==> config.mk <==
export PLATFORM = sky130hd
export DESIGN_NAME = single_multiply_arbiter
export DESIGN_NICKNAME = d
export VERILOG_FILES = /design/src/rtl/single_precision_pkg.sv /design/src/rtl/single_multiply.sv /design/src/rtl/single_multiply_arbiter.sv
export SDC_FILE = /design/constraint.sdc
export NUM_CORES = 2
export LEC_CHECK = 0
export CAP_MARGIN = 20
export CORE_UTILIZATION = 61
export CTS_BUF_LIST = sky130_fd_sc_hd__clkbuf_2
export CTS_CLUSTER_DIAMETER = 60
export DETAILED_ROUTE_END_ITERATION = 8
export PLACE_DENSITY = 0.83
export RECOVER_POWER = 50
export SYNTH_ARGS = -nofsm -noshare
export SYNTH_HDL_FRONTEND = slang
export SYNTH_SLANG_ARGS = --single-unit
==> constraint.sdc <==
create_clock -name clk -period 9 [get_ports clk]
set_input_delay 1.35 -clock clk [delete_from_list [all_inputs] [get_ports clk]]
set_output_delay 1.35 -clock clk [all_outputs]
set_load 0.01 [all_outputs]
==> src/rtl/single_precision_pkg.sv <==
// rtl/single_precision_pkg.sv - shared float constants and tag type for the multiply arbiter
//
// Purpose: common definitions for single_multiply and single_multiply_arbiter.
//   FP_WIDTH  : IEEE-754 single-precision word width
//   TAG_ID_W  : requester id field width, sized for the largest supported N_REQ (16)
//   mul_tag_t : {valid, id} entry carried alongside each in-flight product
//   FP_ZERO / FP_ONE / FP_QNAN : frequently used bit patterns

package single_precision_pkg;

  localparam int FP_WIDTH = 32;
  localparam int TAG_ID_W = 4;

  localparam logic [FP_WIDTH-1:0] FP_ZERO = 32'h0000_0000;
  localparam logic [FP_WIDTH-1:0] FP_ONE  = 32'h3F80_0000;
  localparam logic [FP_WIDTH-1:0] FP_QNAN = 32'h7FC0_0000;

  typedef struct packed {
    logic                valid;
    logic [TAG_ID_W-1:0] id;
  } mul_tag_t;

endpackage

==> src/rtl/single_multiply.sv <==
// rtl/single_multiply.sv - two-stage pipelined IEEE-754 single-precision multiplier
//
// Purpose: c = a * b, round-to-nearest-even. Product appears on c two clock
// edges after a/b are presented (a/b are expected to come from registers).
// Denormal inputs are treated as zero and underflowing results flush to zero.
// Ports:
//   clk  in  1   rising-edge clock
//   rstn in  1   asynchronous active-low reset
//   a    in  32  operand A bits
//   b    in  32  operand B bits
//   c    out 32  registered product bits

module single_multiply
  import single_precision_pkg::*;
(
  input  logic                clk,
  input  logic                rstn,
  input  logic [FP_WIDTH-1:0] a,
  input  logic [FP_WIDTH-1:0] b,
  output logic [FP_WIDTH-1:0] c
);

  // Stage 1: classify, add exponents, multiply significands.
  logic               w_a_zero, w_a_inf, w_a_nan;
  logic               w_b_zero, w_b_inf, w_b_nan;
  logic               w_s1_nan, w_s1_inf, w_s1_zero, w_s1_sign;
  logic signed [9:0]  w_s1_exp;
  logic [47:0]        w_s1_prod;

  always_comb begin
    w_a_zero  = (a[30:23] == 8'h00);
    w_a_inf   = (a[30:23] == 8'hFF) && (a[22:0] == 23'd0);
    w_a_nan   = (a[30:23] == 8'hFF) && (a[22:0] != 23'd0);
    w_b_zero  = (b[30:23] == 8'h00);
    w_b_inf   = (b[30:23] == 8'hFF) && (b[22:0] == 23'd0);
    w_b_nan   = (b[30:23] == 8'hFF) && (b[22:0] != 23'd0);
    // Inf * 0 is invalid and yields NaN.
    w_s1_nan  = w_a_nan || w_b_nan || (w_a_inf && w_b_zero) || (w_b_inf && w_a_zero);
    w_s1_inf  = w_a_inf || w_b_inf;
    w_s1_zero = w_a_zero || w_b_zero;
    w_s1_sign = a[31] ^ b[31];
    w_s1_exp  = $signed({2'b00, a[30:23]}) + $signed({2'b00, b[30:23]}) - 10'sd127;
    w_s1_prod = 48'({1'b1, a[22:0]}) * 48'({1'b1, b[22:0]});
  end

  logic               r_s1_nan, r_s1_inf, r_s1_zero, r_s1_sign;
  logic signed [9:0]  r_s1_exp;
  logic [47:0]        r_s1_prod;

  always_ff @(posedge clk or negedge rstn) begin
    if (!rstn) begin
      r_s1_nan  <= 1'b0;
      r_s1_inf  <= 1'b0;
      r_s1_zero <= 1'b0;
      r_s1_sign <= 1'b0;
      r_s1_exp  <= '0;
      r_s1_prod <= '0;
    end else begin
      r_s1_nan  <= w_s1_nan;
      r_s1_inf  <= w_s1_inf;
      r_s1_zero <= w_s1_zero;
      r_s1_sign <= w_s1_sign;
      r_s1_exp  <= w_s1_exp;
      r_s1_prod <= w_s1_prod;
    end
  end

  // Stage 2: normalise (product of two 1.x values lies in [1,4)), round, pack.
  logic [22:0]        w_mant;
  logic               w_guard, w_sticky, w_round;
  logic [23:0]        w_mant_r;
  logic signed [9:0]  w_exp_n;
  logic [FP_WIDTH-1:0] w_c_next;

  always_comb begin
    if (r_s1_prod[47]) begin
      w_mant   = r_s1_prod[46:24];
      w_guard  = r_s1_prod[23];
      w_sticky = |r_s1_prod[22:0];
      w_exp_n  = r_s1_exp + 10'sd1;
    end else begin
      w_mant   = r_s1_prod[45:23];
      w_guard  = r_s1_prod[22];
      w_sticky = |r_s1_prod[21:0];
      w_exp_n  = r_s1_exp;
    end
    w_round  = w_guard && (w_sticky || w_mant[0]);
    w_mant_r = {1'b0, w_mant} + {23'd0, w_round};
    // Rounding carry out of the fraction bumps the exponent; fraction is then zero.
    if (w_mant_r[23]) begin
      w_exp_n = w_exp_n + 10'sd1;
    end

    if (r_s1_nan) begin
      w_c_next = FP_QNAN;
    end else if (r_s1_inf) begin
      w_c_next = {r_s1_sign, 8'hFF, 23'd0};
    end else if (r_s1_zero) begin
      w_c_next = {r_s1_sign, 31'd0};
    end else if (w_exp_n > 10'sd254) begin
      w_c_next = {r_s1_sign, 8'hFF, 23'd0};
    end else if (w_exp_n < 10'sd1) begin
      w_c_next = {r_s1_sign, 31'd0};
    end else begin
      w_c_next = {r_s1_sign, w_exp_n[7:0], w_mant_r[22:0]};
    end
  end

  logic [FP_WIDTH-1:0] r_c;

  always_ff @(posedge clk or negedge rstn) begin
    if (!rstn) begin
      r_c <= FP_ZERO;
    end else begin
      r_c <= w_c_next;
    end
  end

  assign c = r_c;

endmodule

==> src/rtl/single_multiply_arbiter.sv <==
// rtl/single_multiply_arbiter.sv - round-robin sharing of one pipelined float multiplier
//
// Purpose: N_REQ requesters issue operand pairs over valid/ready; a round-robin
// arbiter issues at most one per cycle into single_multiply and a tag pipeline
// routes each product back to its requester.
// Ports:
//   clk        in  1           rising-edge clock
//   rstn       in  1           asynchronous active-low reset
//   req_valid  in  N_REQ       per-requester operand valid
//   req_ready  out N_REQ       one-hot grant (zero when nobody is valid or in reset)
//   req_a      in  N_REQ*32    operand A, requester i at bits [i*32 +: 32]
//   req_b      in  N_REQ*32    operand B, requester i at bits [i*32 +: 32]
//   resp_valid out N_REQ       one-hot registered pulse marking the owner of resp_data
//   resp_data  out 32          registered product, holds between pulses
//   busy       out 1           any operation in flight or being delivered

module single_multiply_arbiter
  import single_precision_pkg::*;
#(
  parameter int N_REQ       = 4,
  parameter int MUL_LATENCY = 2
) (
  input  logic                      clk,
  input  logic                      rstn,
  input  logic [N_REQ-1:0]          req_valid,
  output logic [N_REQ-1:0]          req_ready,
  input  logic [N_REQ*FP_WIDTH-1:0] req_a,
  input  logic [N_REQ*FP_WIDTH-1:0] req_b,
  output logic [N_REQ-1:0]          resp_valid,
  output logic [FP_WIDTH-1:0]       resp_data,
  output logic                      busy
);

  localparam int IDW = $clog2(N_REQ);

  // (base + k) mod N_REQ for base < N_REQ and k < N_REQ.
  function automatic logic [IDW-1:0] wrap_idx(input logic [IDW-1:0] base, input int k);
    int s;
    s = int'(base) + k;
    if (s >= N_REQ) begin
      s = s - N_REQ;
    end
    return IDW'(s);
  endfunction

  logic [IDW-1:0]      r_rr_ptr;
  logic [IDW-1:0]      w_grant_idx;
  logic                w_grant_found;
  logic                w_hs;
  logic [FP_WIDTH-1:0] w_sel_a, w_sel_b;
  mul_tag_t            w_tag_in;

  always_comb begin
    w_grant_found = 1'b0;
    w_grant_idx   = '0;
    for (int k = 0; k < N_REQ; k++) begin
      if (!w_grant_found && req_valid[wrap_idx(r_rr_ptr, k)]) begin
        w_grant_found = 1'b1;
        w_grant_idx   = wrap_idx(r_rr_ptr, k);
      end
    end
    // Gating with rstn keeps ready low while reset is held, even before the first edge.
    w_hs      = w_grant_found && rstn;
    req_ready = '0;
    if (w_hs) begin
      req_ready[w_grant_idx] = 1'b1;
    end
    w_sel_a        = req_a[int'(w_grant_idx)*FP_WIDTH +: FP_WIDTH];
    w_sel_b        = req_b[int'(w_grant_idx)*FP_WIDTH +: FP_WIDTH];
    w_tag_in.valid = w_hs;
    w_tag_in.id    = w_hs ? TAG_ID_W'(w_grant_idx) : '0;
  end

  // Stage 0 sits beside the operand registers; stages 1..MUL_LATENCY follow the
  // multiplier, so the last stage lines up with the product on w_mul_c.
  logic [FP_WIDTH-1:0] r_op_a, r_op_b;
  mul_tag_t            r_tag [0:MUL_LATENCY];
  logic [N_REQ-1:0]    r_resp_valid;
  logic [FP_WIDTH-1:0] r_resp_data;
  logic [FP_WIDTH-1:0] w_mul_c;

  always_ff @(posedge clk or negedge rstn) begin
    if (!rstn) begin
      r_rr_ptr     <= '0;
      r_op_a       <= FP_ZERO;
      r_op_b       <= FP_ZERO;
      for (int i = 0; i <= MUL_LATENCY; i++) begin
        r_tag[i] <= '0;
      end
      r_resp_valid <= '0;
      r_resp_data  <= FP_ZERO;
    end else begin
      if (w_hs) begin
        r_rr_ptr <= (w_grant_idx == IDW'(N_REQ - 1)) ? '0 : w_grant_idx + IDW'(1);
        r_op_a   <= w_sel_a;
        r_op_b   <= w_sel_b;
      end else begin
        r_op_a   <= FP_ZERO;
        r_op_b   <= FP_ZERO;
      end
      r_tag[0] <= w_tag_in;
      for (int i = 1; i <= MUL_LATENCY; i++) begin
        r_tag[i] <= r_tag[i-1];
      end
      for (int i = 0; i < N_REQ; i++) begin
        r_resp_valid[i] <= r_tag[MUL_LATENCY].valid && (r_tag[MUL_LATENCY].id == TAG_ID_W'(i));
      end
      if (r_tag[MUL_LATENCY].valid) begin
        r_resp_data <= w_mul_c;
      end
    end
  end

  single_multiply u_mul (
    .clk  (clk),
    .rstn (rstn),
    .a    (r_op_a),
    .b    (r_op_b),
    .c    (w_mul_c)
  );

  logic w_busy;

  always_comb begin
    w_busy = |r_resp_valid;
    for (int i = 0; i <= MUL_LATENCY; i++) begin
      w_busy = w_busy | r_tag[i].valid;
    end
  end

  assign resp_valid = r_resp_valid;
  assign resp_data  = r_resp_data;
  assign busy       = w_busy;

endmodule

==> Word-level counts from Yosys, hierarchy flattened <==
Index checks and enable logic that the tools add are counted.
Widths: inputs -> output; s select.
{ "totals": {"register_bits": 205, "inputBits": 262, "output_inout_bits": 41, "elab_cells": 128} }
{ "classes": {"n_addsub": 13, "n_mul": 1, "magnitude_cmp": 12, "eq_ne": 6, "n_shift": 2, "muxes": 37, "bitwise_logic": 4, "reduce_logical": 35} }
{ "ops": {"columns": ["cell", "n"], "rows": [
  ["$shiftx 128x8->32", 2],
  ["$mux 31", 4],
  ["$mux 32", 3],
  ["$mul 24x24->48", 1],
  ["$logic_not 23->1", 2],
  ["$reduce_bool 23->1", 2],
  ["$add 23x1->24", 1],
  ["$mux 23", 1],
  ["$reduce_or 23->1", 1],
  ["$reduce_or 22->1", 1],
  ["$add 10x2->10 const B", 2],
  ["$mux 10", 2],
  ["$mux 2", 10],
  ["$eq 8x8->1 const B", 2],
  ["$logic_and 1x1->1", 16],
  ["$logic_not 8->1", 2],
  ["$lt 2x3->1 const B", 5],
  ["$mux 1", 11],
  ["$gt 10x9->1 const B", 1],
  ["$lt 10x2->1 const B", 1],
  ["$sub 10x8->10 const B", 1],
  ["$add 8x8->9", 1],
  ["$ge 3x3->1 const B", 3],
  ["$bmux 1 s2", 4],
  ["other kinds (16)", 31]
]} }

==> Logic depth before layout (Yosys ltp) <==
{ "logic_depth": {"word_depth": 19, "mapped_depth": 27, "depth_no_buf": 24} }

==> Modules after synthesis <==
Synthesis repeated with hierarchy kept, for this count alone.
{ "unflattened": {"cells_unflattened": 3015, "hier_area_um2": 29115.4} }
{ "modules_own_cells": {"columns": ["mod", "n_inst", "cells_each", "area_per_inst_um2", "seq_area_each_um2"], "rows": [
  ["single_multiply", 1, 2612, 23600.1, 2352.3],
  ["single_multiply_arbiter", 1, 403, 5515.3, 2777.7]
]} }

==> Least setup slack after synthesis <==
No wires, ideal clock.
{ "synth_timing": {"kind": "flip-flop to flip-flop", "startpoint": "register r_op_a[13]", "endpoint": "register u_mul.r_s1_prod[46]", "setup_time_ns": 0.079, "arrival_time_ns": 7.012, "required_time_ns": 8.921, "slack_ns": 1.909, "stages_incl_launch_ff": 27, "n_path_buf": 2, "synth_period_minus_slack_ns": 7.091, "path_cell_list": "dfrtp_1 -> clkbuf_1 -> nand2_1 -> fa_1 -> inv_1 -> fa_1 -> inv_1 -> fa_1 -> inv_1 -> fa_1 -> inv_1 -> fa_1 -> inv_1 -> fa_1 -> inv_1 -> fa_1 -> inv_1 -> ha_1 -> nand3_1 -> or2_2 -> o32a_1 -> o221ai_1 -> a41oi_1 -> o21a_1 -> clkbuf_1 -> o41ai_1 -> xor2_1"} }
{ "synth_between": {"elab_chain_len": 1} }
{ "synth_rtl": {"columns": ["item", "line", "source"], "rows": [
  ["from (decl)", "single_multiply_arbiter.sv:76", "logic [FP_WIDTH-1:0] r_op_a, r_op_b;"],
  ["from (signal assigned)", "single_multiply_arbiter.sv:95", "r_op_a <= w_sel_a;"],
  ["$mul 24x24->48", "single_multiply.sv:43", "w_s1_prod = 48'({1'b1, a[22:0]}) * 48'({1'b1, b[22:0]});"],
  ["via u_mul.w_s1_prod[46]", "single_multiply.sv:28", "logic [47:0] w_s1_prod;"],
  ["to (signal assigned)", "single_multiply.sv:64", "r_s1_prod <= w_s1_prod;"],
  ["to (decl)", "single_multiply.sv:48", "logic [47:0] r_s1_prod;"]
]} }
The timed path passes the listed nets, and every way through them passes these cells.
A chain may end at the register's enable or synchronous reset.

==> Worst setup path after layout <==
{ "layout_timing": {"startpoint": "register r_op_a[8]", "endpoint": "register u_mul.r_s1_prod[46]"} }
The elaborated chain is that of the path after synthesis.

==> results.yml <==
detailed_routing:
  highest_layer: "met5"
  wl_met1_um: 30300
  vias: 22600
  avgRoutedWirePerCell_um: 20.8
  vias_per_cell: 5.79
  ant_nets: 0
  dr_wl_met3_um: 8270
  first_iter_violations: 1814
  routed_wl_um: 81200
  wl_met2_um: 37900
  dr.pass1.iters: 7
  drc_errors: 0
die:
  row_count: 79
  dieWidth_um: 221
  dieArea_um2: 49000
  ios: 303
  core-area_um2: 47000
  fp.dieH_um: 221
  start_util_pct: 62.5
worst_setup_path:
  end_kind: "flip-flop"
  critPathMaxFanout: 21
  worst-path-buf-inv: 7
  cp.required_ns: 9.89
  crit_type: "flip-flop to flip-flop"
  crit_family: "adder cells"
  max_stage_delay_ns: 0.90
  crit_arrival_ns: 9.05
  cp_slowest_cell: "dfrtp_1"
  crit_chain: "inv_1 -> nor2_1 -> fa_1 -> fa_1 -> inv_1 -> fa_1 -> inv_1 -> fa_1 -> inv_1 -> fa_1 -> inv_1 -> fa_1 -> inv_1 -> fa_1 -> inv_1 -> ha_1 -> nand3_1 -> or2_2 -> o32a_1 -> o221ai_1 -> a41oi_1 -> o21a_1 -> o41ai_1 -> xor2_1"
  crit_path_start_kind: "flip-flop"
layout:
  finalNetCount: 4199
  areaGrowthSynthToFinish_pct: 13.5
  num-fill-cells: 3411
  final_cell_mix: "inv_1, fa_1, nand2_1"
  final_util_pct: 70.9
  drive_gt1_share_pct: 7.42
  final_common_cell: "inv_1"
clock_network:
  cts_tree: "done"
  cts_made_buffers: 53
  h-tree-depth: 2
  clock_latency_ns: 0.97
  clk_pin_slew_ns: 0.10
  post-cts-setup-buffers: 0
  cts_buffer_depth: 3
  cts_hold_buf: 0
  cts_resized: 0
  clockRootBuffer: "clkbuf_2"
  cts_sinks: 205
logic_synthesis:
  async_flop_share_pct: 100
  synth_cell_types: 83
  synth_nets: 3954
  syn_area_um2: 29300
  synth.avg_cell_area_um2: 9.72
  synth_edf_count: 0
  ys_warn_count: 0
  yosys_most_used_dff: "dfrtp_1"
  ys_seq_elements: 205
  ys_seq_area_share_pct: 17.5
  netlist_instances: 3020
status:
  violations: "max-capacitance violations, max-slew violations"
  outcome: "finished, violations left"
timing:
  fin_skew_ns: 0.0972
  fmax_mhz: 123
  setup_viol: 0
  hold_viol_final: 0
  finalMaxSlewViolations: 255
  whs_ns: 0.352
  tightest_slew_ns: 3.40
  setup-tns-final_ns: 0
  relSlewSlack_pct: -127
  post-route-period-util_pct: 90.7
  rsz0062_at_grt: "false"
  min_period_ns: 8.16
place:
  finalWeightedCongestion: 1.02
  place.port_buffers: 302
  dpl.hpwl_um: 66800
grt:
  gr-total-overflow: 0
  grt_max_degree: 83
  antenna_found_initial: 5
  grt_use_total_pct: 34.3
  grt_pass1_vias: 24900
  grt_pass1_wl_um: 130000
run:
  cap_violations: 5
worst_hold_path:
  hp-class: "flip-flop to flip-flop"
[layer usage]
layer,GRT usage (%),up-vias
met1,42.8,11200
met2,56.1,1248
met4,17.9,8
met5,0,-
met3,7.81,285
li1,-,9888
[sequential cells by signal (all words and copies together), names as in the netlist]
signal	count
r_op_a	32
r_op_b	32
r_rr_ptr	2
r_tag	9
resp_data	32
resp_valid	4
u_mul.c	32
u_mul.r_s1_exp	10
u_mul.r_s1_inf	1
u_mul.r_s1_nan	1
u_mul.r_s1_prod	48
u_mul.r_s1_sign	1
u_mul.r_s1_zero	1
[synthesized netlist by cell type, types with 4 or more instances]
cell / n / area [um^2]
nand4b_1: 5 / 43.8
and3_1: 12 / 75.1
o21a_1: 4 / 30.0
o211ai_1: 4 / 30.0
nand2b_1: 8 / 50.1
xor2_1: 36 / 315
dfrtp_1: 205 / 5130
and2_1: 310 / 1940
a211oi_2: 10 / 125
nand3b_1: 4 / 30.0
fa_1: 483 / 9670
a311oi_1: 6 / 52.6
inv_1: 603 / 2260
nand2_1: 343 / 1290
a21boi_0: 4 / 30.0
nand3_1: 30 / 150
a211oi_1: 5 / 37.5
a21o_1: 21 / 158
a31oi_1: 10 / 62.6
buf_1: 13 / 48.8
clkinv_1: 4 / 15.0
buf_2: 4 / 20.0
mux2i_1: 21 / 210
nor2_1: 120 / 450
xnor2_1: 61 / 534
nor3b_1: 7 / 52.6
o22ai_1: 5 / 31.3
mux2_2: 36 / 405
a21oi_1: 60 / 300
a41oi_1: 4 / 35.0
ha_1: 189 / 2360
o21ai_0: 41 / 205
o21bai_1: 9 / 67.6
nor3_1: 17 / 85.1
nor4_1: 23 / 144
nand4_1: 20 / 125
nor2b_1: 16 / 100
or2_2: 4 / 25.0
clkbuf_1: 129 / 484
mux4_2: 64 / 1440
[worst reg2reg max path, stage by stage (launching register included)]
cell	delay, ns
dfrtp_1	0.90
inv_1	0.30
nor2_1	0.21
fa_1	0.46
fa_1	0.51
inv_1	0.05
fa_1	0.48
inv_1	0.06
fa_1	0.49
inv_1	0.05
fa_1	0.54
inv_1	0.05
fa_1	0.47
inv_1	0.05
fa_1	0.49
inv_1	0.04
ha_1	0.40
nand3_1	0.21
or2_2	0.35
o32a_1	0.39
o221ai_1	0.45
a41oi_1	0.28
o21a_1	0.35
o41ai_1	0.40
xor2_1	0.19
[area by class of cell]
| class | count | area [um^2] | area share, % |
|---|---|---|---|
| clock inverter | 21 | 144 | 0.432 |
| multi-input combinational | 2059 | 21400 | 64.1 |
| inverter | 607 | 2280 | 6.84 |
| clock buffer | 71 | 355 | 1.07 |
| timing repair buffer | 339 | 3280 | 9.83 |
| tap | 607 | 759 | 2.28 |
| sequential | 205 | 5130 | 15.4 |
| antenna | 3 | 7.51 | 0.0225 |
[path summary, 6_finish.rpt]
path                                 from             endpoint  slack (ns)  depth (start not counted)
worst max register to register  r_op_a[8]  u_mul.r_s1_prod[46]        0.84                         24
worst min register to register   r_tag[6]             r_tag[1]        0.35                          0
worst max-delay path            r_op_a[8]  u_mul.r_s1_prod[46]        0.84                         24
worst min-delay path             r_tag[6]             r_tag[1]        0.35                          0
max in group asynchronous            rstn  u_mul.r_s1_prod[47]        2.54                          3
min in group asynchronous            rstn    u_mul.r_s1_exp[2]        1.44                          1
[cell families after synthesis]
logic type	Yosys count	share of synthesized area [%]
xor+xnor	97	2.90
flops	205	17.5
fa+ha+maj	672	41.0
compound gates	224	5.28
mux	121	7.01
simple gates	945	16.6
buf+inv	756	9.75
[stage by stage]
stage / instance area (um^2) / instances / setup WS (ns)
final: 33300 / 3912 / 0.841
after global routing: 33300 / 3911 / 0.553
after CTS: 33300 / 3908 / 1.03
after detailed placement: 32800 / 3816 / 0.954
after global placement: 32800 / 3816 / 1.09
after floorplan: 29300 / 3020 / 1.91
Power is not shown: default switching activity piles up to over one toggle a cycle in this logic, so the estimate is an artifact.
